File: config.mk
export PLATFORM = sky130hd
export DESIGN_NAME = des_round_sched
export DESIGN_NICKNAME = d
export VERILOG_FILES = /design/src/rtl/des_round_sched.sv
export SDC_FILE = /design/constraint.sdc
export NUM_CORES = 1
export LEC_CHECK = 0
export BUFFER_PORTS_ARGS = -buffer_cell sky130_fd_sc_hd__buf_4
export CAP_MARGIN = 10
export CORE_MARGIN = 2
export CORE_UTILIZATION = 40
export DETAILED_ROUTE_END_ITERATION = 16
export PLACE_DENSITY = 0.66
export SYNTH_ARGS = -nofsm -noshare
export SYNTH_HDL_FRONTEND = slang
export SYNTH_SLANG_ARGS = --single-unit
File: constraint.sdc
create_clock -name clk -period 5.72 [get_ports clk]
set_input_delay 0.858 -clock clk [delete_from_list [all_inputs] [get_ports clk]]
set_output_delay 0.858 -clock clk [all_outputs]
set_load 0.01 [all_outputs]
File: src/rtl/des_round_sched.sv
// des_round_sched: sequencing controller for a shared DES round datapath.
// Owns the 56-bit C/D key-schedule registers. It issues one load pulse and
// then 16 round pulses, with SBOX_LAT wait cycles after each round pulse.
// It drives the rotated C||D for each round. PC-2 is applied downstream.
// Optional feature macro: DES_SCHED_ABORT_EN. When it is defined, the block
// gains an abort input and an abort_ack output.
module des_round_sched #(
   parameter int SBOX_LAT = 0
) (
   input  logic        clk,
   input  logic        rst_n,
   input  logic        start_valid,
   output logic        start_ready,
   input  logic        dec_mode,
   input  logic [55:0] key_cd_in,
   output logic        rnd_load,
   output logic        rnd_en,
   output logic [3:0]  rnd_idx,
   output logic        last_round,
   output logic [55:0] cd_out,
   output logic        out_valid,
`ifdef DES_SCHED_ABORT_EN
   input  logic        abort,
   output logic        abort_ack,
`endif
   input  logic        out_ready
);

   typedef enum logic [2:0] {IDLE, LOAD, ROUND, WAIT, DONE} state_e;

   localparam logic [1:0] WAIT_LAST = (SBOX_LAT > 0) ? 2'(SBOX_LAT - 1) : 2'd0;

   if (SBOX_LAT < 0 || SBOX_LAT > 3) begin : gBadSboxLat
      $error("des_round_sched: SBOX_LAT=%0d outside legal range 0..3", SBOX_LAT);
   end

   state_e      state_q, state_d;
   logic [55:0] cd_q, cd_d;
   logic [3:0]  rndIdx_q, rndIdx_d;
   logic        decMode_q, decMode_d;
   logic [1:0]  waitCnt_q, waitCnt_d;
`ifdef DES_SCHED_ABORT_EN
   logic        abortAck_q, abortAck_d;
`endif

   logic [3:0]  nextIdx;
   logic        twoBits;
   logic [55:0] cdAdvanced;
   logic        doAdvance;

   // Rotate one 28-bit half left by 1 or 2 positions.
   function automatic logic [27:0] rotl28(input logic [27:0] x, input logic two);
      return two ? {x[25:0], x[27:26]} : {x[26:0], x[27]};
   endfunction

   // Rotate one 28-bit half right by 1 or 2 positions.
   function automatic logic [27:0] rotr28(input logic [27:0] x, input logic two);
      return two ? {x[1:0], x[27:2]} : {x[0], x[27:1]};
   endfunction

   // Shift amount for the upcoming round index: rounds 1, 8 and 15 shift by one.
   always_comb begin
      nextIdx = rndIdx_q + 4'd1;
      twoBits = !((nextIdx == 4'd1) || (nextIdx == 4'd8) || (nextIdx == 4'd15));
      if (decMode_q)
         cdAdvanced = {rotr28(cd_q[55:28], twoBits), rotr28(cd_q[27:0], twoBits)};
      else
         cdAdvanced = {rotl28(cd_q[55:28], twoBits), rotl28(cd_q[27:0], twoBits)};
   end

   // State, key, index and wait-count registers; async active-low clear.
   always_ff @(posedge clk or negedge rst_n) begin
      if (!rst_n) begin
         state_q   <= IDLE;
         cd_q      <= '0;
         rndIdx_q  <= '0;
         decMode_q <= 1'b0;
         waitCnt_q <= '0;
`ifdef DES_SCHED_ABORT_EN
         abortAck_q <= 1'b0;
`endif
      end else begin
         state_q   <= state_d;
         cd_q      <= cd_d;
         rndIdx_q  <= rndIdx_d;
         decMode_q <= decMode_d;
         waitCnt_q <= waitCnt_d;
`ifdef DES_SCHED_ABORT_EN
         abortAck_q <= abortAck_d;
`endif
      end
   end

   // Next-state logic: accept, load, round/wait sequencing, completion handshake.
   always_comb begin
      state_d   = state_q;
      cd_d      = cd_q;
      rndIdx_d  = rndIdx_q;
      decMode_d = decMode_q;
      waitCnt_d = waitCnt_q;
      doAdvance = 1'b0;
`ifdef DES_SCHED_ABORT_EN
      abortAck_d = 1'b0;
`endif
      case (state_q)
         IDLE: begin
            if (start_valid) begin
               decMode_d = dec_mode;
               rndIdx_d  = 4'd0;
               cd_d      = dec_mode ? key_cd_in
                                    : {rotl28(key_cd_in[55:28], 1'b0), rotl28(key_cd_in[27:0], 1'b0)};
               state_d   = LOAD;
            end
         end
         LOAD: begin
            rndIdx_d = 4'd0;
            state_d  = ROUND;
         end
         ROUND: begin
            if (SBOX_LAT == 0) begin
               doAdvance = 1'b1;
            end else begin
               waitCnt_d = 2'd0;
               state_d   = WAIT;
            end
         end
         WAIT: begin
            if (waitCnt_q == WAIT_LAST)
               doAdvance = 1'b1;
            else
               waitCnt_d = waitCnt_q + 2'd1;
         end
         DONE: begin
            if (out_ready)
               state_d = IDLE;
         end
         default: state_d = IDLE;
      endcase

      if (doAdvance) begin
         if (rndIdx_q == 4'd15) begin
            state_d = DONE;
         end else begin
            rndIdx_d = nextIdx;
            cd_d     = cdAdvanced;
            state_d  = ROUND;
         end
      end

`ifdef DES_SCHED_ABORT_EN
      if (abort && (state_q != IDLE)) begin
         state_d    = IDLE;
         cd_d       = '0;
         rndIdx_d   = 4'd0;
         waitCnt_d  = 2'd0;
         abortAck_d = 1'b1;
      end
`endif
   end

   assign start_ready = (state_q == IDLE);
   assign rnd_load    = (state_q == LOAD);
   assign rnd_en      = (state_q == ROUND);
   assign last_round  = (state_q == ROUND) && (rndIdx_q == 4'd15);
   assign out_valid   = (state_q == DONE);
   assign rnd_idx     = rndIdx_q;
   assign cd_out      = cd_q;
`ifdef DES_SCHED_ABORT_EN
   assign abort_ack   = abortAck_q;
`endif

endmodule

Yosys cells after proc, flatten, opt, wreduce, memory -nomap -nowiden
Index checks and enable logic that the tools add are counted.

Add/subtract/negate cells: 2. Eq/ne operators: 11. Multiplexer cells: 21. Bitwise gates (word level): 1. Reductions and logical operators: 9.

Operators with widths (number): 56-bit 2-to-1 mux (6); 28-bit 2-to-1 mux (4); 4-bit == test (second input constant) (3); 3-bit 2-to-1 mux (4); 4-bit 2-to-1 mux (3); 3-bit case mux with 4 select lines (1); 4-bit case mux with 2 select lines (1); 3-bit by 2-bit == test with 1-bit output (second input constant) (2); 4-bit by 1-bit adder with 4-bit output (second input constant) (1); 4-bit by 1-bit == test with 1-bit output (second input constant) (1); 2-bit AND reduction (2); 3-bit by 1-bit == test with 1-bit output (second input constant) (1); 3-bit == test (second input constant) (1); 3-bit logical NOT (1); 3-bit by 1-bit != test with 1-bit output (second input constant) (1); 3-bit by 2-bit != test with 1-bit output (second input constant) (1); 3-bit AND reduction (1); 2-bit by 1-bit adder with 2-bit output (second input constant) (1); 2-bit logical NOT (1); 1-bit logical OR (2); 2-bit by 1-bit != test with 1-bit output (second input constant) (1); 1-bit case mux with 2 select lines (1); 2-bit OR reduction (1); 1-bit logical AND (1); 2 further kinds (2).

Register bits: 66. Bits of input ports: 61. Output and inout port bits: 65. Logic and storage cells: 49.

Longest topological paths before layout
Gate-level depths: netlist of the first run.

Depth after elaboration: 8. Mapped depth: 10.

Least setup slack after synthesis of the first run
No wires, ideal clock.

Path kind: register to register. From: reg rndIdx_q[0], in the netlist rnd_idx[0]. To: reg cd_q[0], in the netlist cd_out[0]. Library setup time: 143 ps. Arrival time: 1977 ps. Data required time: 5577 ps. Setup slack: 3601 ps. Stages on the path, launching flop included: 10. Period minus slack after synthesis: 2119 ps. Cell sequence: dfrtp_1 > inv_1 > ha_1 > and3_1 > o32a_1 > buf_2 > nand2_4 > buf_6 > mux2i_1 > o221ai_1.

Word-level cells in the longest chain between the ends: 8. Elaborated cells on any way between the ends: 12.

Ends and longest elaborated chain: from (decl) (RTL line 39) `logic [3:0] rndIdx_q, rndIdx_d;`; from (signal assigned) (RTL line 85) `rndIdx_q <= rndIdx_d;`; 4-bit by 1-bit adder with 4-bit output (RTL line 63) `nextIdx = rndIdx_q + 4'd1;`; 4-bit by 1-bit == test with 1-bit output / 4-bit == test (equally long branches) (RTL line 64) `twoBits = !((nextIdx == 4'd1) || (nextIdx == 4'd8) || (nextIdx == 4'd15));`; 1-bit logical OR (2 in series) (RTL line 64); 28-bit 2-to-1 mux (on tied branches) (RTL line 53, 58); 56-bit 2-to-1 mux (RTL line 65) `if (decMode_q)`; 56-bit 2-to-1 mux * (RTL line 141) `if (rndIdx_q == 4'd15) begin`; 56-bit 2-to-1 mux * (RTL line 140) `if (doAdvance) begin`; named net cd_d[0] (RTL line 38) `logic [55:0] cd_q, cd_d;`; to (signal assigned) (RTL line 75) `cd_q <= '0;`; to (signal assigned) (RTL line 84) `cd_q <= cd_d;`; to (decl) (RTL line 38).

The timed path passes the listed nets; every way through them passes the cells marked *. A chain may end at the register's enable or synchronous reset.

Worst setup path after layout of the first run
From: reg rndIdx_q[0], in the netlist rnd_idx[0]. To: reg cd_q[3], in the netlist cd_out[3].

The elaborated chain is that of the path after synthesis.

==> metrics.log, run 1 <==
INFO  metric drt_first_pass_iters = 7
INFO  metric num_antenna_cells = 0
INFO  metric crit_path_end_kind = flip-flop
INFO  metric postSynth.asyncResetShare = 1.00
INFO  metric core_region_area = 0.0120 sq mm
INFO  metric vias_per_cell = 6.46
INFO  metric holdCritPathClass = reg2reg
INFO  metric start_kind = flip-flop
INFO  metric r2r_setup_slack = 2830 ps
INFO  metric clock_network_latency_to_the_later_pin_of_the_worst_skew_pair = 330 ps
INFO  metric floorplan.io_pins = 126
INFO  metric place_hpwl = 9.60 mm
INFO  metric yosysWarningCount = 0
INFO  metric ys_seq_elements = 66
INFO  metric floorplan.initialDensity = 0.407
INFO  metric hold_path_depth = 2
INFO  metric first_global_vias = 4707
INFO  metric grt_start_max_net_pins = 99
INFO  metric syn_avg_cell_area = 8.96 sq um
INFO  metric grt_pass1_wl = 24.4 mm
INFO  metric clock-sinks = 66
INFO  metric r2r.worst_path.cells = 6
INFO  metric grt_setup_unrepaired = false
INFO  metric finalClockSkew = 9.03 ps
INFO  metric min_delay_worst_endpoint = waitCnt_q[0]
INFO  metric seq_area_frac_synth = 0.339
INFO  metric power-per-cell-area = 676 mW/mm^2
INFO  metric hp-start = waitCnt_q[0]
INFO  metric multi_input_area = 0.00292 sq mm
INFO  metric seqCellArea = 0.00165 sq mm
INFO  metric antenna_found_initial = 0
INFO  metric total_number_of_nets_in_the_final_design = 688
INFO  metric number_of_enable_type_register_cells_in_the_synthesized_netlist = 0
INFO  metric die_height = 114 um
INFO  metric dr.first_iter.drc_count = 304
INFO  metric fin_hold_viols = 0
INFO  metric post-synth-top-area-cell = dfrtp_1
INFO  metric avgRoutedWirePerCell = 19.2 um
INFO  metric worst_reg2reg_startpoint = rnd_idx[0]
INFO  metric slew_headroom = 0.194
INFO  metric maxSlewViolCount = 0
INFO  metric die-width = 114 um
INFO  metric critical_path_data_arrival_time = 3110 ps
INFO  metric timing.setup.tns = 0 ps
INFO  metric grt_overflow = 0
INFO  metric synth.area.top_cells = dfrtp_1 34%, o221ai_1 16%, mux2i_1 12%
INFO  metric critical_path.max_fanout = 52
INFO  metric clockRootBuffer = clkbuf_16
INFO  metric vias = 5010
INFO  metric layout-drive-gt1-share = 0.237
INFO  metric groute.usage.overall = 0.230
INFO  metric netlist.area_leader.share = 0.339
INFO  metric numCtsBuffers = 9
INFO  metric max-vdd-ir-drop = 0.000341 V
INFO  metric r2r_end = cd_out[3]
INFO  metric total_power = 4.09 mW
INFO  metric ctsResizeCount = 0
INFO  metric netlist-cell-type-count = 49
INFO  metric clock_tree.buffer_depth = 2
INFO  metric detail_route.drc_violations = 0
INFO  metric wirelength = 14.9 mm
INFO  metric syn_nets = 608
INFO  metric post_synth_instance_area = 0.00487 sq mm
INFO  metric layout_min_cycle_time = 2890 ps
INFO  metric result_of_the_run = complete, no violations
INFO  metric period_share = 0.505
INFO  metric main_flop_type_after_synthesis = dfrtp_1
INFO  metric place.port_buffers = 125
INFO  metric timing.critical_path.required = 5940 ps
INFO  metric fillers = 1151
INFO  metric globalplace.congestion = 0.861
INFO  metric layout.core_utilization = 0.506
INFO  metric cts_hold_buffers_added = 0
INFO  metric dieArea = 0.0131 sq mm
INFO  metric tightestPinTransition = 1210 ps
INFO  metric ant_nets = 0
INFO  metric clkSlewWorstSetupHoldPaths = 60 ps
INFO  metric max_cap_viol_count = 0
INFO  metric cts_max_level = 3
INFO  metric post_synth_inst_count = 543
INFO  metric setup.worst_path.class = reg2reg
INFO  metric total_leakage_power = 2.54 nW
INFO  metric setup_viol = 0
INFO  metric fmax = 346 MHz
INFO  metric syn2layout_area_growth = 24.3%
INFO  metric post-cts-setup-buffer-count = 0
INFO  metric std_cell_rows = 40
INFO  metric cts_tree = yes
==> registers in the layout, summed over array words and instances (netlist names) <==
| register | flops |
|---|---|
| decMode_q | 1 |
| cd_out | 56 |
| rnd_idx | 4 |
| state_q | 3 |
| waitCnt_q | 2 |
==> cells in the mapped netlist (3+ instances only) <==
cell type	count
a211oi_1	51
a21o_1	3
a21oi_1	52
and3_1	3
buf_2	23
clkbuf_1	30
dfrtp_1	66
ha_1	4
inv_1	8
mux2i_1	60
nand2_1	18
nand2b_1	3
nand3_1	6
nand3b_1	3
nor2_1	56
nor3_1	7
nor3b_1	3
o211ai_1	10
o21ai_0	9
o221ai_1	88
or3_1	4
==> through the flow <==
step	instance area, sq um	setup slack [ps]	hold WS, ps	cells
finish	6050	2830	533	775
global route	6050	2540	556	775
CTS	6050	2860	539	775
detailed placement	5740	2890	523	759
global placement	5740	3010	522	759
floorplan	4870	3600	489	543
==> report_power, final <==
part	switching [mW]	total (mW)	internal, mW
sequential	0.426	1.15	0.729
combinational	1.33	2.37	1.04
clock	0.209	0.570	0.361
==> critical path: stages, from the launching register on <==
cell and delay [ps]:
dfrtp_1 470, ha_1 320, nor3b_1 320, o32ai_2 190, nor2_4 930, a211oi_1 190, nor4_1 340
==> cells in the final DEF, fill, tap and decap left out, types with 3 or more instances in the layout <==
cell	netlist	final
o211ai_1	10	10
mux2i_1	60	60
a21o_1	3	3
a211oi_1	51	51
ha_1	4	4
nand3b_1	3	3
o21ai_0	9	9
a21oi_1	52	52
o221ai_1	88	88
nor2_1	56	56
nand3_1	6	6
clkbuf_16	0	9
inv_1	8	8
buf_4	2	128
nor3_1	7	7
nor3b_1	3	3
nand2_1	18	17
dfrtp_1	66	66
nand2b_1	3	3
or3_1	4	4
==> per-layer routing <==
metal	global-route usage	up-vias	share of wire
met4	0.0691	0	0.013
li1	-	2346	-
met2	0.367	219	0.47
met1	0.319	2424	0.44
met5	0	-	0
met3	0.0418	21	0.075
==> final cells by class <==
| type | instances | area share |
|---|---|---|
| Sequential cell | 66 | 0.273 |
| Timing Repair Buffer | 128 | 0.159 |
| Clock inverter | 4 | 0.00827 |
| Tap cell | 147 | 0.0304 |
| Clock buffer | 12 | 0.0424 |
| Multi-Input combinational cell | 410 | 0.482 |
| Inverter | 8 | 0.00496 |
==> how the worst max path moves through the flow <==
| stage | startpoint | to | slack [ps] |
|---|---|---|---|
| floorplan | rnd_idx[0] | cd_out[0] | 3600 |
| global placement | rnd_idx[0] | cd_out[16] | 3010 |
| detailed placement | rnd_idx[0] | cd_out[3] | 2890 |
| CTS | rnd_idx[0] | cd_out[3] | 2860 |
| global route | rnd_idx[1] | cd_out[3] | 2540 |
| finish | rnd_idx[0] | cd_out[3] | 2830 |
==> kinds of logic after synthesis <==
family | count (synthesis) | synth area share
xor+xnor | 1 | 0.00180
simple gates | 112 | 0.106
buf+inv | 67 | 0.0622
compound gates | 233 | 0.356
flops | 66 | 0.339
fa+ha+maj | 4 | 0.0103
mux | 60 | 0.123
Note: power is estimated with default switching activity, not from simulation.
==> run 2, diff against run 1 <==
ABC_AREA = 1   (was default)
PLACE_DENSITY = 0.65   (was 0.66)
clock period = 2.7 ns   (was 5.72 ns; I/O delays follow)
==> metrics.log, run 2 <==
INFO  metric groute.usage.overall = 0.229 (-0.00121)
INFO  metric power-per-cell-area = 1440 mW/mm^2 (+110%)
INFO  metric critical_path_depth = 11 (+5)
INFO  metric post_synth_inst_count = 765 (+41%)
INFO  metric layout.cell_area.non_filler = 0.00660 sq mm (+9.1%)
INFO  metric syn2layout_area_growth = 22.2%
INFO  metric cts_tree = yes
INFO  metric floorplan.io_pins = 126 (unchanged)
INFO  metric kind_of_cell_adding_the_most_delay_to_the_critical_path = simple AND/OR/NAND/NOR gates
INFO  metric cpMostUsedCell = nand3_1
INFO  metric globalplace.congestion = 0.800 (-7.1%)
INFO  metric cts_max_level = 3 (unchanged)
INFO  metric yosysWarningCount = 0 (unchanged)
INFO  metric cpMaxStageDelayCell = dfrtp_1
INFO  metric avgRoutedWirePerCell = 15.9 um (-17%)
INFO  metric vias_per_cell = 5.64 (-13%)
INFO  metric dr.first_iter.drc_count = 424 (+39%)
INFO  metric critical_path.max_fanout = 53 (+1.9%)
INFO  metric sequentialPowerShare = 0.225 (-0.057)
INFO  metric timing.critical_path.required = 2970 ps (-2970 ps)
INFO  metric max_cap_viol_count = 0 (unchanged)
INFO  metric critical_path_data_arrival_time = 2520 ps (-590 ps)
INFO  metric r2r.worst_path.cells = 11 (+5)
INFO  metric dieArea = 0.0144 sq mm (+11%)
INFO  metric synth.cells.most_frequent = 301 x nand3_1, 178 x nand2_1, 66 x dfrtp_1
INFO  metric num_antenna_cells = 0 (unchanged)
INFO  metric place.port_buffers = 125 (unchanged)
INFO  metric fin_hold_viols = 0 (unchanged)
INFO  metric grt_start_max_net_pins = 67 (-32%)
INFO  metric clk_pwr_share = 0.126 (-0.013)
INFO  metric ctsResizeCount = 0 (unchanged)
INFO  metric place_hpwl = 10.8 mm (+13%)
INFO  metric start_kind = flip-flop
INFO  metric number_of_enable_type_register_cells_in_the_synthesized_netlist = 0 (unchanged)
INFO  metric netlist-cell-type-count = 31 (-37%)
INFO  metric wirelength = 16.3 mm (+9.6%)
INFO  metric die_height = 120 um (+5.2%)
INFO  metric ant_nets = 0 (unchanged)
INFO  metric clock_tree.buffer_depth = 2 (unchanged)
INFO  metric ys_seq_elements = 66 (unchanged)
INFO  metric vias = 5795 (+16%)
INFO  metric fmax = 445 MHz (+29%)
INFO  metric mostFrequentLayoutCell = nand3_1
INFO  metric p_switching = 4.80 mW (+140%)
INFO  metric post-synth-top-area-cell = dfrtp_1
INFO  metric seq_area_frac_synth = 0.306 (-0.0337)
INFO  metric largest_reg_flops = 56 (unchanged)
INFO  metric grt_pass1_wl = 27.1 mm (+11%)
INFO  metric result_of_the_run = complete, no violations
INFO  metric worst_hold_slack = 188 ps (-345 ps)
INFO  metric main_flop_type_after_synthesis = dfrtp_1
INFO  metric maxSlewViolCount = 0 (unchanged)
INFO  metric clock-sinks = 66 (unchanged)
INFO  metric numCtsBuffers = 9 (unchanged)
INFO  metric layout_min_cycle_time = 2250 ps (-643 ps)
INFO  metric placed_area = 0.00630 sq mm (+9.8%)
INFO  metric total_number_of_nets_in_the_final_design = 912 (+33%)
INFO  metric syn_nets = 830 (+37%)
INFO  metric slew_headroom = 0.422 (+0.228)
INFO  metric worstPathBufferInverterCount = 3 (+3)
INFO  metric post-cts-setup-buffer-count = 0 (unchanged)
INFO  metric die-width = 120 um (+5.2%)
INFO  metric synth.most_common_cell = nand3_1
INFO  metric cts_hold_buffers_added = 0 (unchanged)
INFO  metric setup.worst_path.class = reg2reg
INFO  metric post_synth_instance_area = 0.00540 sq mm (+11%)
INFO  metric setup_viol = 0 (unchanged)
INFO  metric total_leakage_power = 3.08 nW (+22%)
INFO  metric power.internal = 4.69 mW (+120%)
INFO  metric holdCritPathClass = in2async
INFO  metric layout-drive-gt1-share = 0.238 (+0.00100)
INFO  metric detail_route.drc_violations = 0 (unchanged)
INFO  metric first_global_vias = 5529 (+17%)
INFO  metric floorplan.initialDensity = 0.410 (+0.00271)
INFO  metric comb_power_share = 0.649 (+0.071)
INFO  metric clock_network_latency_to_the_later_pin_of_the_worst_skew_pair = 340 ps (about the same)
INFO  metric critical_path.cell_chain = ha_1 > nand2_1 > inv_1 > nor2_4 > inv_1 > nand3_4 > buf_4 > nand3_1 > nand3_1 > nand3_1 > nand2_1
INFO  metric finalClockSkew = 4.59 ps (-4.45 ps)
INFO  metric timing.critical_path.slowest_cell_delay = 460 ps (-470 ps)
INFO  metric timing.setup.tns = 0 ps (unchanged)
INFO  metric crit_path_end_kind = flip-flop
INFO  metric mostFrequentLayoutCells = 301 x nand3_1, 178 x nand2_1, 135 x buf_4
INFO  metric core_region_area = 0.0132 sq mm (+10%)
INFO  metric clkSlewWorstSetupHoldPaths = 50 ps (about the same)
INFO  metric power.share.switching = 0.506 (+0.0255)
INFO  metric antenna_found_initial = 0 (unchanged)
INFO  metric max-vdd-ir-drop = 0.000785 V (+130%)
INFO  metric syn_avg_cell_area = 7.06 sq um (-21%)
INFO  metric netlist.area_leader.share = 0.306 (-0.0337)
INFO  metric grt_setup_unrepaired = false
INFO  metric postSynth.asyncResetShare = 1.00 (unchanged)
INFO  metric tightestPinTransition = 867 ps (-339 ps)
INFO  metric synth.area.top_cells = dfrtp_1 31%, nand3_1 28%, nand2_1 12%
INFO  metric grt_overflow = 0 (unchanged)
INFO  metric std_cell_rows = 42 (+5.0%)
INFO  metric drt_first_pass_iters = 5 (-2)
INFO  metric clockRootBuffer = clkbuf_16
INFO  metric period_share = 0.832 (+0.327)
[run 2: through the flow]
step | power, mW | util | instances | worst slack (ps)
after floorplan | 6.74 | - | 765 | 972
after global placement | 8.26 | 0.478 | 1012 | 553
after detailed placement | 8.30 | 0.478 | 1012 | 502
after CTS | 9.54 | 0.500 | 1028 | 477
after global routing | 10.3 | 0.500 | 1028 | 253
final | 9.50 | 0.500 | 1028 | 454
[run 2: per-layer routing]
layer | up-vias | wire (um) | global-route usage
li1 | 2874 | - | -
met1 | 2746 | 7250 | 0.312
met2 | 155 | 7830 | 0.368
met3 | 20 | 916 | 0.0410
met4 | 0 | 308 | 0.0750
met5 | - | 0 | 0
[run 2: final cells by class]
cell class              instances  area, sq um
fillers                      1392         6590
inverters                      23         86.3
multi-input cells             606         3210
well taps                     176          220
clock buffers                  14          264
flip-flops and latches         66         1650
repair buffers                141         1130
clock inverters                 2         35.0
[run 2: final timing paths]
kind                         startpoint           end  slack [ps]
max in group asynchronous         rst_n     decMode_q        1900
min reg2reg                waitCnt_q[1]  waitCnt_q[1]         510
max reg2reg                  rnd_idx[1]    cd_out[51]         450
max                          rnd_idx[1]    cd_out[51]         450
min                               rst_n    cd_out[13]         190
min in group clk              out_ready    state_q[2]         250
[run 2: logic make-up (layout without fill, tap and decap cells)]
kind of cell,after synthesis,after routing,share of synthesized area
simple gates,532,532,0.490
flops,66,66,0.306
xor+xnor,1,1,0.00162
buf+inv,93,180,0.100
compound gates,69,69,0.0929
fa+ha+maj,4,4,0.00927
[run 2: power groups by stage]
| stage | clock [mW] | combinational (mW) | sequential [mW] |
|---|---|---|---|
| 2_1_floorplan | 0 | 4.52 | 2.22 |
| 3_3_place_gp | 0 | 6.11 | 2.15 |
| 3_5_place_dp | 0 | 6.16 | 2.14 |
| 4_1_cts | 1.21 | 6.19 | 2.14 |
| 5_1_grt | 1.26 | 6.87 | 2.22 |
| 6_report | 1.20 | 6.16 | 2.14 |
==> run 3, diff against run 2 <==
clock period = 2.2 ns   (was 2.7 ns; I/O delays follow)
==> metrics.log, run 3 (synthesized netlist as in run 2, its figures left out) <==
INFO  metric result_of_the_run = complete, no violations
INFO  metric num_antenna_cells = 0 (unchanged)
INFO  metric start_kind = flip-flop
INFO  metric die_height = 120 um (unchanged)
INFO  metric timing.critical_path.slowest_cell_delay = 450 ps (about the same)
INFO  metric post-cts-setup-buffer-count = 0 (unchanged)
INFO  metric fmax = 492 MHz
INFO  metric clock_tree.buffer_depth = 2 (unchanged)
INFO  metric grt_overflow = 0 (unchanged)
INFO  metric largest_reg_flops = 56 (unchanged)
INFO  metric crit_path_end_kind = primary output
INFO  metric max_cap_viol_count = 0 (unchanged)
INFO  metric cpMaxStageDelayCell = dfrtp_1
INFO  metric vias = 5922 (+2.2%)
INFO  metric mostFrequentLayoutCell = nand3_1
INFO  metric first_global_vias = 5435 (-1.7%)
INFO  metric setup.worst_path.class = reg2out
INFO  metric critical_path_data_arrival_time = 1700 ps (-820 ps)
INFO  metric setup_viol = 0 (unchanged)
INFO  metric clock_network_latency_to_the_later_pin_of_the_worst_skew_pair = 340 ps (about the same)
INFO  metric worst_hold_slack = 200 ps (+11.3 ps)
INFO  metric critical_path.max_fanout = 6 (-89%)
INFO  metric dieArea = 0.0144 sq mm (unchanged)
INFO  metric clockRootBuffer = clkbuf_16
INFO  metric tightestPinTransition = 642 ps (-225 ps)
INFO  metric globalplace.congestion = 0.802 (+0.24%)
INFO  metric die-width = 120 um (unchanged)
INFO  metric grt_start_max_net_pins = 63 (-6.0%)
INFO  metric maxSlewViolCount = 0 (unchanged)
INFO  metric mostFrequentLayoutCells = 301 x nand3_1, 178 x nand2_1, 135 x buf_4
INFO  metric clock-sinks = 66 (unchanged)
INFO  metric total_power = 11.8 mW (+24%)
INFO  metric dp_cells = 1016 (+0.40%)
INFO  metric clkSlewWorstSetupHoldPaths = 60 ps (about the same)
INFO  metric place.port_buffers = 125 (unchanged)
INFO  metric period_share = 0.924
INFO  metric antenna_found_initial = 0 (unchanged)
INFO  metric drt_first_pass_iters = 5 (unchanged)
INFO  metric total_number_of_nets_in_the_final_design = 917 (+0.55%)
INFO  metric wirelength = 16.3 mm (-0.20%)
INFO  metric max-vdd-ir-drop = 0.000776 V (-1.2%)
INFO  metric fin_hold_viols = 0 (unchanged)
INFO  metric power-per-cell-area = 1770 mW/mm^2 (+23%)
INFO  metric critical_path.cell_chain = ha_1 > nand2_1 > nor2_1 > inv_1 > nor3_1 > buf_4
INFO  metric total_leakage_power = 3.11 nW (+0.97%)
INFO  metric holdCritPathClass = in2reg
INFO  metric floorplan.initialDensity = 0.410 (unchanged)
INFO  metric place_hpwl = 11.2 mm (+3.2%)
INFO  metric grt_setup_unrepaired = false
INFO  metric timing.critical_path.required = 1870 ps (-1100 ps)
INFO  metric ant_nets = 0 (unchanged)
INFO  metric timing.setup.tns = 0 ps (unchanged)
INFO  metric layout-drive-gt1-share = 0.243 (+0.00473)
INFO  metric grt_pass1_wl = 26.9 mm (-0.66%)
INFO  metric fin_cells = 1032 (+0.39%)
INFO  metric cts_max_level = 3 (unchanged)
INFO  metric numCtsBuffers = 9 (unchanged)
INFO  metric finalClockSkew = 6.53 ps (+1.94 ps)
INFO  metric avgRoutedWirePerCell = 15.8 um (-0.59%)
INFO  metric syn2layout_area_growth = 23.5%
INFO  metric vias_per_cell = 5.74 (+1.8%)
INFO  metric std_cell_rows = 42 (unchanged)
INFO  metric floorplan.io_pins = 126 (unchanged)
INFO  metric detail_route.drc_violations = 0 (unchanged)
INFO  metric slew_headroom = 0.572 (+0.150)
INFO  metric groute.usage.overall = 0.228 (-0.000427)
INFO  metric fillers = 1316 (-5.5%)
INFO  metric core_region_area = 0.0132 sq mm (unchanged)
INFO  metric layout_min_cycle_time = 2030 ps
INFO  metric layout.core_utilization = 0.506 (+0.00531)
INFO  metric dr.first_iter.drc_count = 520 (+23%)
INFO  metric cts_tree = yes
[run 3: report_power, final]
part	switching (mW)	internal, mW
Sequential	0.788	1.88
Clock	0.523	0.898
Combinational	4.62	3.09
Total	5.93	5.87
[run 3: cell type report]
| class | instances | area, sq um | share of cell area |
|---|---|---|---|
| clock buffers | 12 | 246 | 0.0369 |
| clock inverters | 3 | 40.0 | 0.00600 |
| inverters | 23 | 86.3 | 0.0129 |
| multi-input cells | 606 | 3210 | 0.481 |
| flip-flops and latches | 66 | 1650 | 0.248 |
| well taps | 176 | 220 | 0.0330 |
| repair buffers | 146 | 1210 | 0.182 |
[run 3: worst paths after layout]
path / start / to / slack, ps / depth (start not counted)
worst max-delay path: rnd_idx[0] / last_round / 170 / 6
worst min-delay path: out_ready / state_q[2] / 200 / 2
worst max register to register: rnd_idx[0] / cd_out[14] / 210 / 11
worst min register to register: waitCnt_q[1] / waitCnt_q[1] / 520 / 2
max in group asynchronous: rst_n / rnd_idx[1] / 1160 / 3
min in group asynchronous: rst_n / cd_out[11] / 440 / 2
[run 3: worst max-delay path, delay by kind of cell, from the launching register on]
kind / cells / cell delay (ps)
and+or+nand+nor: 3 / 460
DFF: 1 / 450
buffers and inverters: 2 / 240
adders and majority gates: 1 / 220
[run 3: routing by layer]
metal / global-route usage / vias to the layer above / part of all wire
met1: 0.313 / 2774 / 0.45
met5: 0 / - / 0
li1: - / 2898 / -
met3: 0.0335 / 21 / 0.062
met4: 0.0824 / 0 / 0.017
met2: 0.367 / 229 / 0.47
[run 3: timing repair]
action	CTS	global route
hold endpoints to repair	21	0
endpoints found under the setup margin	0	39
hold buffers	1	0
gates resized for setup	0	2
[run 3: per-stage QoR]
step	worst slack, ps	area, sq um
floorplan	472	5400
global placement	192	6370
detailed placement	176	6370
CTS	104	6670
global route	21.5	6670
finish	166	6670
